File: src/rtl/instr_issuer_pkg.sv
// Shared definitions for the instruction issuer and the array controller:
// opcode values, instruction field positions and the issuer FSM encoding.
package instr_issuer_pkg;

    // Instruction field layout; bits above the data field are always zero.
    localparam int OP_LSB       = 0;
    localparam int OP_W         = 5;
    localparam int ADDR_LSB     = 5;
    localparam int ADDR_W       = 6;
    localparam int DATA_LSB     = 11;
    localparam int FIELD_DATA_W = 32;

    typedef enum logic [OP_W-1:0] {
        OP_NOP        = 5'b00000,
        OP_COMPUTE    = 5'b00001,
        OP_COMPUTE_IM = 5'b00010,
        OP_ACC2OB     = 5'b00011,
        OP_INP_WR     = 5'b00100,
        OP_WT_WR      = 5'b00101,
        OP_OB_SEND    = 5'b00110,
        OP_ACC_RST    = 5'b00111
    } opcode_t;

    typedef enum logic [2:0] {
        ST_IDLE    = 3'd0,
        ST_ACC_RST = 3'd1,
        ST_LD_INP  = 3'd2,
        ST_LD_WT   = 3'd3,
        ST_COMPUTE = 3'd4,
        ST_DRAIN   = 3'd5,
        ST_SEND    = 3'd6,
        ST_FIN     = 3'd7
    } state_t;

    // First non-empty phase of a run; pass zero for phases already finished.
    function automatic state_t first_phase(input logic [6:0] n_inp,
                                           input logic [6:0] n_wt,
                                           input logic [7:0] len);
        if (n_inp != 7'd0)      return ST_LD_INP;
        else if (n_wt != 7'd0)  return ST_LD_WT;
        else if (len != 8'd0)   return ST_COMPUTE;
        return ST_DRAIN;
    endfunction

endpackage

File: src/rtl/instr_issuer_pack.sv
// Combinational packer: places opcode, address and data into the instruction word.
module instr_pack
    import instr_issuer_pkg::*;
#(
    parameter int INSTR_W = 64
) (
    input  opcode_t                   opcode,
    input  logic [ADDR_W-1:0]         addr,
    input  logic [FIELD_DATA_W-1:0]   data,
    output logic [INSTR_W-1:0]        word
);

    // Zero-fill, then drop each field into its slot.
    always_comb begin
        word = '0;
        word[OP_LSB   +: OP_W]         = opcode;
        word[ADDR_LSB +: ADDR_W]       = addr;
        word[DATA_LSB +: FIELD_DATA_W] = data;
    end

endmodule

File: src/rtl/instr_issuer.sv
// Instruction issuer: sequences accumulator reset, input/weight loads from the
// host, compute, drain and send into a registered instruction stream.
module instr_issuer
    import instr_issuer_pkg::*;
#(
    parameter int INSTR_W = 64,
    parameter int DATA_W  = 32,
    parameter int NUM_ACC = 16
) (
    input  logic               clk,
    input  logic               rst,
    input  logic               start,
    input  logic               i_mode_req,
    input  logic [6:0]         n_inp,
    input  logic [6:0]         n_wt,
    input  logic [7:0]         compute_len,
    input  logic               abort,
    input  logic               host_valid,
    input  logic [DATA_W-1:0]  host_data,
    output logic               host_ready,
    output logic [INSTR_W-1:0] instruction,
    output logic               busy,
    output logic               done
);

    localparam logic [6:0] LAST_ACC = 7'(NUM_ACC - 1);

    state_t              state;
    logic [6:0]          n_inp_q;
    logic [6:0]          n_wt_q;
    logic [7:0]          len_q;
    logic                i_mode_q;
    logic [6:0]          ld_cnt;
    logic [7:0]          cmp_cnt;

    opcode_t             act_op;
    logic [ADDR_W-1:0]   act_addr;
    logic [DATA_W-1:0]   act_data;
    logic [INSTR_W-1:0]  act_word;

    // Host handshake is open only in the load states and drops at once on abort.
    assign host_ready = (state == ST_LD_INP || state == ST_LD_WT) && !abort;
    assign busy       = (state != ST_IDLE);

    // Decode the action this cycle will issue; abort turns it into a NOP.
    always_comb begin
        // NOTE: defaults first so every path assigns every output and no latch is inferred.
        act_op   = OP_NOP;
        act_addr = '0;
        act_data = '0;
        if (!abort) begin
            case (state)
                ST_ACC_RST: act_op = OP_ACC_RST;
                ST_LD_INP, ST_LD_WT: begin
                    if (host_valid) begin
                        act_op   = (state == ST_LD_INP) ? OP_INP_WR : OP_WT_WR;
                        act_addr = ld_cnt[ADDR_W-1:0];
                        act_data = host_data;
                    end
                end
                ST_COMPUTE: act_op = i_mode_q ? OP_COMPUTE_IM : OP_COMPUTE;
                ST_DRAIN: begin
                    act_op   = OP_ACC2OB;
                    act_addr = ld_cnt[ADDR_W-1:0];
                end
                ST_SEND: begin
                    act_op   = OP_OB_SEND;
                    act_addr = ld_cnt[ADDR_W-1:0];
                end
                default: act_op = OP_NOP;
            endcase
        end
    end

    instr_pack #(.INSTR_W(INSTR_W)) u_pack (
        .opcode (act_op),
        .addr   (act_addr),
        .data   (act_data),
        .word   (act_word)
    );

    // Run FSM: advances phases, steps counters and registers the issued word.
    always_ff @(posedge clk or negedge rst) begin
        if (!rst) begin
            state       <= ST_IDLE;
            n_inp_q     <= '0;
            n_wt_q      <= '0;
            len_q       <= '0;
            i_mode_q    <= 1'b0;
            ld_cnt      <= '0;
            cmp_cnt     <= '0;
            instruction <= '0;
            done        <= 1'b0;
        end else begin
            // NOTE: non-blocking assignments so every register samples pre-edge values.
            done        <= 1'b0;
            instruction <= act_word;
            if (state != ST_IDLE && abort) begin
                state   <= ST_IDLE;
                ld_cnt  <= '0;
                cmp_cnt <= '0;
            end else begin
                case (state)
                    ST_IDLE: begin
                        if (start && !abort) begin
                            n_inp_q  <= n_inp;
                            n_wt_q   <= n_wt;
                            len_q    <= compute_len;
                            i_mode_q <= i_mode_req;
                            state    <= ST_ACC_RST;
                        end
                    end
                    ST_ACC_RST: state <= first_phase(n_inp_q, n_wt_q, len_q);
                    ST_LD_INP: begin
                        if (host_valid) begin
                            if (ld_cnt == n_inp_q - 7'd1) begin
                                ld_cnt <= '0;
                                state  <= first_phase(7'd0, n_wt_q, len_q);
                            end else begin
                                ld_cnt <= ld_cnt + 7'd1;
                            end
                        end
                    end
                    ST_LD_WT: begin
                        if (host_valid) begin
                            if (ld_cnt == n_wt_q - 7'd1) begin
                                ld_cnt <= '0;
                                state  <= first_phase(7'd0, 7'd0, len_q);
                            end else begin
                                ld_cnt <= ld_cnt + 7'd1;
                            end
                        end
                    end
                    ST_COMPUTE: begin
                        if (cmp_cnt == len_q - 8'd1) begin
                            cmp_cnt <= '0;
                            state   <= ST_DRAIN;
                        end else begin
                            cmp_cnt <= cmp_cnt + 8'd1;
                        end
                    end
                    ST_DRAIN: begin
                        if (ld_cnt == LAST_ACC) begin
                            ld_cnt <= '0;
                            state  <= ST_SEND;
                        end else begin
                            ld_cnt <= ld_cnt + 7'd1;
                        end
                    end
                    ST_SEND: begin
                        if (ld_cnt == LAST_ACC) begin
                            ld_cnt <= '0;
                            state  <= ST_FIN;
                        end else begin
                            ld_cnt <= ld_cnt + 7'd1;
                        end
                    end
                    ST_FIN: begin
                        done  <= 1'b1;
                        state <= ST_IDLE;
                    end
                    default: state <= ST_IDLE;
                endcase
            end
        end
    end

endmodule

File: config.mk
export PLATFORM = sky130hd
export DESIGN_NAME = instr_issuer
export DESIGN_NICKNAME = d
export VERILOG_FILES = /design/src/rtl/instr_issuer_pkg.sv /design/src/rtl/instr_issuer_pack.sv /design/src/rtl/instr_issuer.sv
export SDC_FILE = /design/constraint.sdc
export NUM_CORES = 1
export LEC_CHECK = 0
export ABC_AREA = 1
export BUFFER_PORTS_ARGS = -buffer_cell sky130_fd_sc_hd__buf_2
export CORE_MARGIN = 2
export CORE_UTILIZATION = 56
export CTS_CLUSTER_DIAMETER = 50
export DETAILED_ROUTE_END_ITERATION = 8
export PLACE_DENSITY = 0.81
export SYNTH_ARGS = -nofsm -noshare
export SYNTH_HDL_FRONTEND = slang
export SYNTH_SLANG_ARGS = --single-unit
File: constraint.sdc
create_clock -name clk -period 4.1 [get_ports clk]
set_input_delay 0.615 -clock clk [delete_from_list [all_inputs] [get_ports clk]]
set_output_delay 0.615 -clock clk [all_outputs]
set_load 0.05 [all_outputs]
==> flow_summary_export.csv, run 1 <==
group,metric,value,unit
grt,grt-ovfl-total,0,
drt,route.detailed.drc,0,
finish,regArea,2080,µm²
run,maxCapViolations,0,
clocking,cts.repair.resized,0,
grt,grt_pass1_vias,3559,
run_status,status,"complete, no violations",
floorplanning,start_util,57.0,%
sta,tns,0,ps
place,io_buffers,103,
yosys,synth-seq-area-share,47.9,%
floorplanning,num_io_pins,127,
power,p_int,1.82,mW
finish,antenna_cells,0,
drt,finalWirelength,9.53,mm
place,dpl.cell_count,742,
yosys,synth-seq-cells,83,
sta,setup_viol,0,
power,power.leakage,2.83,nW
finish,layout.nets,717,
grt,grt_usage,23.4,%
sta,hold_violations,0,
setup_path,end_kind,"flip-flop",
sta,fin_skew,6.88,ps
setup_path,crit_type,"reg -> reg",
clocking,cts_tree,"done",
sta,worst_slack,1830,ps
clocking,clkTransAtPathRegs,80,ps
sta,finalCritPeriodShare,55.5,%
drt,drt_iter0_markers,154,
yosys,ys_types,33,
drt,ant_nets,0,
clocking,ctsHtreeMaxLevel,3,
yosys,synth_warnings,0,
clocking,clkSinkCount,83,
setup_path,arrival,2550,ps
drt,routed_via_density,4.94,
power,p_sw,1.54,mW
sta,maxSlewHeadroom,34.2,%
power,pwr_density_cell,663,nW/µm²
sta,max_freq,0.440,GHz
yosys,netlist_area,4340,µm²
sta,fin_crit,2270,ps
setup_path,worst_setup_path_start_kind,"flip-flop",
finish,area_delta_synth_final,16.9,%
clocking,clock_path_buffers,2,
sta,rsz0062_at_grt,"false",
finish,fin_util,66.6,%
grt,grt_max_degree,84,
power,fin_total_pwr,3.36,mW
place,pre_cts_slack,1630,ps
power,peakVddDrop,475,µV
floorplanning,row_count,32,
finish,multiInputGateArea,1900,µm²
floorplanning,coreArea,7610,µm²
floorplanning,die_h,92.0,µm
min_path,hp-class,"in -> async",
power,combPwrFrac,44.4,%
clocking,clock_latency,360,ps
power,seq_power_share,36.0,%
yosys,synthCells,550,
clocking,hold_buffers,0,
power,pwr-share-clk,19.7,%
place,globalplace.congestion,0.912,
drt,vias,3745,
finish,drive_gt1_share,21.8,%
floorplanning,die_w,92.0,µm
yosys,syn_area_per_cell,7.88,µm²
setup_path,required,4380,ps
clocking,cts_root_buf,"clkbuf_8",
finish,layout.cells.non_filler,758,
drt,dr.pass1.iters,4,
place,dp_hpwl,7.15,mm
clocking,postCtsSetupRepairBufs,0,
drt,wire_per_inst,12.6,µm
finish,fillers,642,
clocking,numCtsBuffers,9,
sta,slew_violations,0,
setup_path,cp_max_fo,13,
grt,antenna_found_initial,0,
sta,worst_slew_pin_slew,987,ps
power,p_sw_share,45.8,%
grt,grt_pass1_wl,15.8,mm
floorplanning,die_area,8460,µm²
power groups by stage:
stage / Combinational (mW) / Sequential (mW) / Clock (mW)
6_report: 1.49 / 1.21 / 0.660
5_1_grt: 1.68 / 1.24 / 0.704
4_1_cts: 1.49 / 1.21 / 0.670
3_5_place_dp: 1.48 / 1.22 / 0
3_3_place_gp: 1.43 / 1.21 / 0
2_1_floorplan: 1.04 / 1.33 / 0
critical path, stage by stage, from the launching register on:
cell and delay, ps:
dfrtp_1 460, nor2_1 250, nand2_1 110, o21ai_1 470, nand2_1 230, nor3_2 230, nand3_1 130, xor2_1 160
a21oi_1 140
cells in the final DEF, fill, tap and decap left out, drive strengths merged, types with 6 or more instances in the layout:
master / netlist / routed
nand2: 132 / 132
buf: 26 / 104
nor2: 100 / 100
dfrtp: 83 / 83
inv: 57 / 58
nand3: 40 / 40
a21oi: 29 / 29
conb: 1 / 23
xor2: 20 / 20
o21ai: 15 / 15
clkbuf: 10 / 9
nor3: 8 / 8
mux2: 6 / 6
ha: 6 / 6
area by class of cell:
cell class / count / area share [%]
flip-flops and latches: 83 / 41.0
multi-input cells: 396 / 37.5
repair buffers: 104 / 10.4
inverters: 57 / 4.22
well taps: 102 / 2.52
clock buffers: 9 / 2.44
clock inverters: 7 / 2.00
logic make-up (layout without fill, tap and decap cells):
group / count (synthesis) / count (layout) / share of synthesized area, %
xor+xnor: 23 / 23 / 4.65
flops: 83 / 83 / 47.9
other cells: 1 / 23 / 0.0865
simple gates: 288 / 288 / 27.8
buf+inv: 93 / 177 / 10.2
mux: 7 / 7 / 1.79
compound gates: 49 / 49 / 5.86
fa+ha+maj: 6 / 6 / 1.73
final timing paths:
| kind | startpoint | endpoint | slack, ps | depth (start not counted) |
|---|---|---|---|---|
| worst min-delay path | rst | instruction[29] | 420 | 1 |
| worst max register to register | state[1] | cmp_cnt[7] | 1830 | 8 |
| min in group clk | host_data[25] | instruction[36] | 460 | 3 |
| worst min register to register | i_mode_q | i_mode_q | 540 | 1 |
| max in group asynchronous | rst | instruction[2] | 3060 | 1 |
| worst max-delay path | state[1] | cmp_cnt[7] | 1830 | 8 |
per-layer routing:
layer	track usage [%]	up-vias	routed length [µm]
met5	0	-	0
met4	9.08	0	148
met3	7.64	14	877
met2	37.7	139	4440
met1	29.4	1710	4070
li1	-	1882	-
cell usage after synthesis:
cell type  number  area (µm²)
nand2_1       130         488
nor2_1         97         364
dfrtp_1        83        2080
inv_1          49         184
nand3_1        39         195
a21oi_1        29         145
buf_4          23         173
xor2_1         20         175
clkbuf_1        9        33.8
o21ai_1         9        45.0
inv_2           8        30.0
nor3_1          7        35.0
ha_1            6        75.1
mux2_2          6        67.6
o21ai_0         6        30.0
nand4_1         5        31.3
buf_2           3        15.0
nor2_4          3        33.8
xnor2_1         3        26.3
a31oi_1         2        12.5
a211oi_1        1        7.51
clkbuf_2        1        5.00
conb_1          1        3.75
mux2i_1         1        10.0
nand2_2         1        6.26
nand2_4         1        11.3
nand3_2         1        10.0
nor3_2          1        10.0
nor4_1          1        6.26
o21bai_1        1        7.51
o22ai_1         1        6.26
or2_2           1        6.26
or2_4           1        8.76
sequential cells by signal (all words and copies together) (netlist names):
| signal | count |
|---|---|
| cmp_cnt | 8 |
| done | 1 |
| i_mode_q | 1 |
| instruction | 41 |
| ld_cnt | 7 |
| len_q | 8 |
| n_inp_q | 7 |
| n_wt_q | 7 |
| state | 3 |
metrics by stage:
step	area [µm²]	hold slack (ps)
6_report	5070	421
3_3_place_gp	4840	522
2_1_floorplan	4420	319
3_5_place_dp	4840	524
4_1_cts	5070	452
5_1_grt	5070	458
Power figures use the tool's default switching activity.
==> inputs of run 2 (changes only) <==
Settings changed: CORE_UTILIZATION 56 to 52, PLACE_DENSITY 0.81 to 0.76.
Clock period 4.1 ns to 2.1 ns, I/O delays scaled along.
==> run 2 against run 1 <==
Combinational power is 97% higher. Core utilization is 3.7 points lower. Sequential power is 94% higher. Die area is 7.4% higher. Via count hardly changed. Largest power group unchanged. Highest routed layer unchanged.
==> flow_summary_export.csv, run 2 (synthesis gave the netlist of run 1 again) <==
group,metric,value,unit
floorplanning,die_area,9080,µm²
sta,finalCritPeriodShare,90.7,%
sta,fin_skew,12.5,ps
setup_path,r2r_end,"state[2]",
finish,largest_reg_flops,41,
finish,drive_gt1_share,23.3,%
power,p_sw,2.99,mW
drt,ant_nets,0,
grt,antenna_found_initial,0,
setup_path,arrival,2190,ps
power,power.leakage,2.85,nW
place,pre_cts_slack,151,ps
run,maxCapViolations,0,
clocking,cts_root_buf,"clkbuf_8",
min_path,min-delay-start,"host_data[16]",
power,peakVddDrop,570,µV
clocking,numCtsBuffers,9,
setup_path,required,2390,ps
min_path,hold_path_end,"instruction[27]",
clocking,clkTransAtPathRegs,100,ps
grt,grt_usage,22.4,%
clocking,clkSinkCount,83,
sta,tns,0,ps
min_path,hp-class,"in -> reg",
drt,wire_per_inst,12.1,µm
grt,met3_usage,7.27,%
finish,antenna_cells,0,
sta,fin_crit,1900,ps
drt,drt_iter0_markers,160,
power,p_sw_share,47.0,%
power,pwr-share-clk,16.9,%
setup_path,startpoint,"n_wt_q[0]",
grt,grt_use_met2,34.9,%
finish,multiInputGateArea,1910,µm²
grt,grt-ovfl-total,0,
floorplanning,coreArea,8130,µm²
finish,fin_util,62.9,%
grt,grt_max_degree,40,
finish,fillers,722,
setup_path,cp_max_fo,6,
setup_path,worst_setup_path_start_kind,"flip-flop",
drt,routed_via_density,4.87,
place,dp_hpwl,7.25,mm
place,io_buffers,103,
clocking,ctsHtreeMaxLevel,3,
setup_path,crit_type,"reg -> reg",
power,combPwrFrac,46.2,%
setup_path,r2r_slack,200,ps
grt,grt_pass1_vias,3616,
grt,use_met1,29.1,%
sta,slew_violations,0,
floorplanning,die_h,95.3,µm
clocking,clock_path_buffers,2,
finish,layout_top_registers,"instruction (41), cmp_cnt (8), len_q (8)",
finish,layout.nets,725,
finish,regMostFlops,"instruction",
min_path,whs_path_depth,3,
drt,route.detailed.drc,0,
place,globalplace.congestion,0.919,
grt,grt_pass1_wl,15.8,mm
drt,finalWirelength,9.33,mm
grt,grt.busiest_layer,"met2",
clocking,cts_tree,"done",
finish,final_cell_mix,"nand2_1 (130), buf_2 (102), nor2_1 (96)",
sta,timing.hold.ws,166,ps
setup_path,end_kind,"flip-flop",
power,seq_power_share,37.0,%
floorplanning,die_w,95.3,µm
finish,mostFrequentLayoutCell,"nand2_1",
setup_path,r2r_start,"n_wt_q[0]",
sta,setup_viol,0,
finish,regArea,2080,µm²
finish,area_delta_synth_final,18.1,%
floorplanning,num_io_pins,127,
sta,worst_slack,196,ps
sta,rsz0062_at_grt,"false",
clocking,clock_latency,360,ps
drt,dr.pass1.iters,4,
power,p_int,3.37,mW
floorplanning,row_count,33,
power,pwr_density_cell,1240,nW/µm²
drt,vias,3746,
sta,max_freq,0.525,GHz
setup_path,reg2regPathDepth,11,
floorplanning,start_util,53.3,%
sta,hold_violations,0,
run_status,status,"complete, no violations",
[run 2: changes by cell type in the layout (fill, tap and decap cells not counted), sizes merged]
cell / previous run / this run
inv: 58 / 59
buf: 104 / 111
clkinv: 2 / 3
bufinv: 2 / 0
dlygate4sd3: 0 / 1
[run 2: layout make-up]
type | instances | area share [%]
Clock buffer | 9 | 2.42
Clock inverter | 7 | 1.20
Inverter | 57 | 4.18
Multi-Input combinational cell | 396 | 37.3
Sequential cell | 83 | 40.6
Tap cell | 105 | 2.57
Timing Repair Buffer | 112 | 11.7
[run 2: metal layers]
metal	wire length, µm	vias to the layer above	share of wire [%]
li1	-	1893	-
met1	4060	1700	43
met2	4210	135	45
met3	883	18	9.5
met4	184	0	2.0
met5	0	-	0
[run 2: worst max-delay path by stage]
stage                     end  slack [ps]  depth (start not counted)
floorplan           ld_cnt[3]         180                         10
global placement     state[2]         240                         12
detailed placement  ld_cnt[4]         150                         10
CTS                 ld_cnt[4]         130                         10
global route         state[2]          10                         13
finish               state[2]         200                         11
[run 2: through the flow]
step	total power, mW	std cells	instance area (µm²)
2_1_floorplan	4.62	572	4420
3_3_place_gp	5.22	751	4910
3_5_place_dp	5.28	751	4910
4_1_cts	6.36	768	5100
5_1_grt	6.90	769	5120
6_report	6.35	769	5120
[run 2: worst max-delay path, cell delays in order, from the launching register on]
cell and delay, ps:
dfrtp_1 390, inv_1 140, ha_2 300, xor2_1 120
o21ai_0 100, nor2_1 100, nand3_1 130, nor2_2 170
nor2_1 60, nor2_1 170, nand3_1 100, nand2_1 70
[run 2: power by group through the flow]
stage	Sequential, mW	Clock [mW]	Combinational, mW
6_report	2.35	1.07	2.93
5_1_grt	2.42	1.17	3.32
4_1_cts	2.35	1.10	2.91
3_5_place_dp	2.38	0	2.90
3_3_place_gp	2.37	0	2.85
2_1_floorplan	2.59	0	2.03
[run 2: repair_timing]
item | in CTS | in global routing
setup endpoints to repair | 0 | 10
hold buffers | 1 | 0
resized for setup | 0 | 5
endpoints found under the hold margin | 28 | 0
setup buffers | 0 | 1
==> inputs of run 3 (changes only) <==
Settings changed: CORE_MARGIN 2 to 1, CORE_UTILIZATION 52 to 36, PLACE_DENSITY 0.76 to 0.55.
==> run 3 against run 2 <==
The run now ends with design-rule violations left. Clock power rose by 47%. Global-route usage fell by 4.3 points. Core utilization fell by 17 points. Sequential power barely moved. Die area rose by 37%.
==> flow_summary_export.csv, run 3 (synthesis gave the netlist of run 1 again) <==
group,metric,value,unit
place,dp_hpwl,7.63,mm
min_path,hp-class,"in -> reg",
setup_path,crit_top_cell,"nand3_1",
drt,wire_per_inst,12.7,µm
finish,layout.nets,724,
clocking,clock_path_buffers,2,
drt,vias,3768,
drt,ant_nets,0,
finish,multiInputGateArea,1920,µm²
clocking,ctsHtreeMaxLevel,3,
floorplanning,start_util,37.5,%
grt,antenna_found_initial,0,
clocking,cts_tree,"done",
grt,grt_pass1_vias,3783,
setup_path,cp_slowest_stage_delay,380,ps
finish,drive_gt1_share,23.2,%
finish,antenna_cells,0,
clocking,clock_latency,340,ps
clocking,numCtsBuffers,9,
sta,slew_violations,0,
setup_path,required,2380,ps
clocking,cts_root_buf,"clkbuf_16",
setup_path,cp_max_fo,6,
clocking,clkTransAtPathRegs,60,ps
grt,grt_max_degree,62,
power,fin_total_pwr,6.91,mW
grt,grt_pass1_wl,17.7,mm
setup_path,arrival,2210,ps
grt,grt-ovfl-total,0,
floorplanning,die_w,112,µm
setup_path,path_buf_inv,1,
run,maxCapViolations,0,
grt,grt_usage,18.0,%
setup_path,critPathTopFamily,"simple AND/OR/NAND/NOR gates",
power,power.leakage,2.89,nW
finish,final_cell_mix,"nand2_1 (130), buf_2 (102), nor2_1 (95)",
setup_path,worst_setup_path_start_kind,"flip-flop",
place,io_buffers,103,
power,peakVddDrop,541,µV
sta,timing.hold.ws,184,ps
place,globalplace.congestion,0.879,
finish,area_delta_synth_final,21.7,%
floorplanning,row_count,39,
sta,fin_crit,1930,ps
drt,finalWirelength,10.2,mm
floorplanning,die_area,12500,µm²
drt,route.detailed.drc,4,
finish,regMostFlops,"instruction",
sta,tns,0,ps
finish,largest_reg_flops,41,
finish,layout_top_registers,"instruction (41), cmp_cnt (8), len_q (8)",
finish,mostFrequentLayoutCell,"nand2_1",
drt,routed_via_density,4.67,
sta,finalCritPeriodShare,91.7,%
clocking,clkSinkCount,83,
setup_path,end_kind,"flip-flop",
power,pwr_density_cell,1310,nW/µm²
sta,max_freq,0.519,GHz
setup_path,slowest_stage,"dfrtp_1",
floorplanning,die_h,112,µm
setup_path,crit_type,"reg -> reg",
drt,dr.pass1.iters,6,
sta,setup_viol,0,
sta,rsz0062_at_grt,"false",
run_status,status,"finished with violations",
sta,fin_skew,4.49,ps
sta,hold_violations,0,
drt,drt_iter0_markers,175,
floorplanning,coreArea,11600,µm²
floorplanning,num_io_pins,127,
setup_path,cp_cell_sequence,"inv_1 -> ha_2 -> nand4_1 -> nand3_1 -> nand3_1 -> nor2_2 -> nor2_1 -> nor2_2 -> nand3_1 -> nand2_1",
run_status,violations,"design-rule violations",
finish,fillers,1213,
finish,regArea,2080,µm²
==> run 3: cell types whose count changed in the layout (fill, tap and decap cells not counted), moves of 2 or more <==
cell,previous run,this run
clkbuf_16,0,9
clkbuf_8,9,1
clkbuf_1,0,2
clkinv_4,3,0
==> run 3: timing repair <==
item | CTS | global route
hold endpoints to repair | 22 | 0
hold buffers | 1 | 0
endpoints found under the setup margin | 0 | 11
setup buffers | 0 | 1
gates resized for setup | 0 | 7
==> run 3: final cells by class <==
cell class	count	share of cell area, %
multi-input cells	396	36.3
flip-flops and latches	83	39.4
repair buffers	111	11.2
clock inverters	4	0.949
well taps	143	3.39
clock buffers	12	4.67
inverters	57	4.06
==> run 3: metal layers <==
metal | up-vias | global-route usage [%] | share of wire [%]
met4 | 0 | 9.46 | 2.3
met5 | - | 0 | 0
li1 | 1895 | - | -
met3 | 15 | 6.48 | 8.6
met2 | 125 | 27.7 | 44
met1 | 1733 | 22.2 | 45
==> run 3: worst register-to-register path: cells and delay by family, from the launching register on <==
family	cells	cell delay (ps)
and+or+nand+nor	8	1090
DFF	1	380
adders and majority gates	1	250
buffers and inverters	1	150
==> run 3: path summary, 6_finish.rpt <==
path | startpoint | end | slack [ps] | cells after the start
hold / removal | host_data[26] | instruction[37] | 180 | 3
min in group asynchronous | rst | instruction[9] | 410 | 2
hold reg to reg | cmp_cnt[0] | cmp_cnt[0] | 540 | 1
setup reg to reg | n_wt_q[0] | state[1] | 170 | 10
setup / recovery | n_wt_q[0] | state[1] | 170 | 10
max in group asynchronous | rst | instruction[30] | 1050 | 3
==> run 3: per-stage QoR <==
stage | utilization, % | cells | setup WS, ps | cell area (µm²)
3_3_place_gp | 42.8 | 788 | 190 | 4950
3_5_place_dp | 42.8 | 788 | 129 | 4950
6_report | 45.6 | 806 | 175 | 5280
4_1_cts | 45.4 | 805 | 114 | 5250
2_1_floorplan | - | 572 | 181 | 4420
5_1_grt | 45.6 | 806 | 15.3 | 5280
==> run 3: where the power goes <==
part / switching (mW) / internal (mW)
Sequential: 0.389 / 1.99
Combinational: 2.02 / 0.930
Clock: 0.622 / 0.951
Total: 3.03 / 3.88
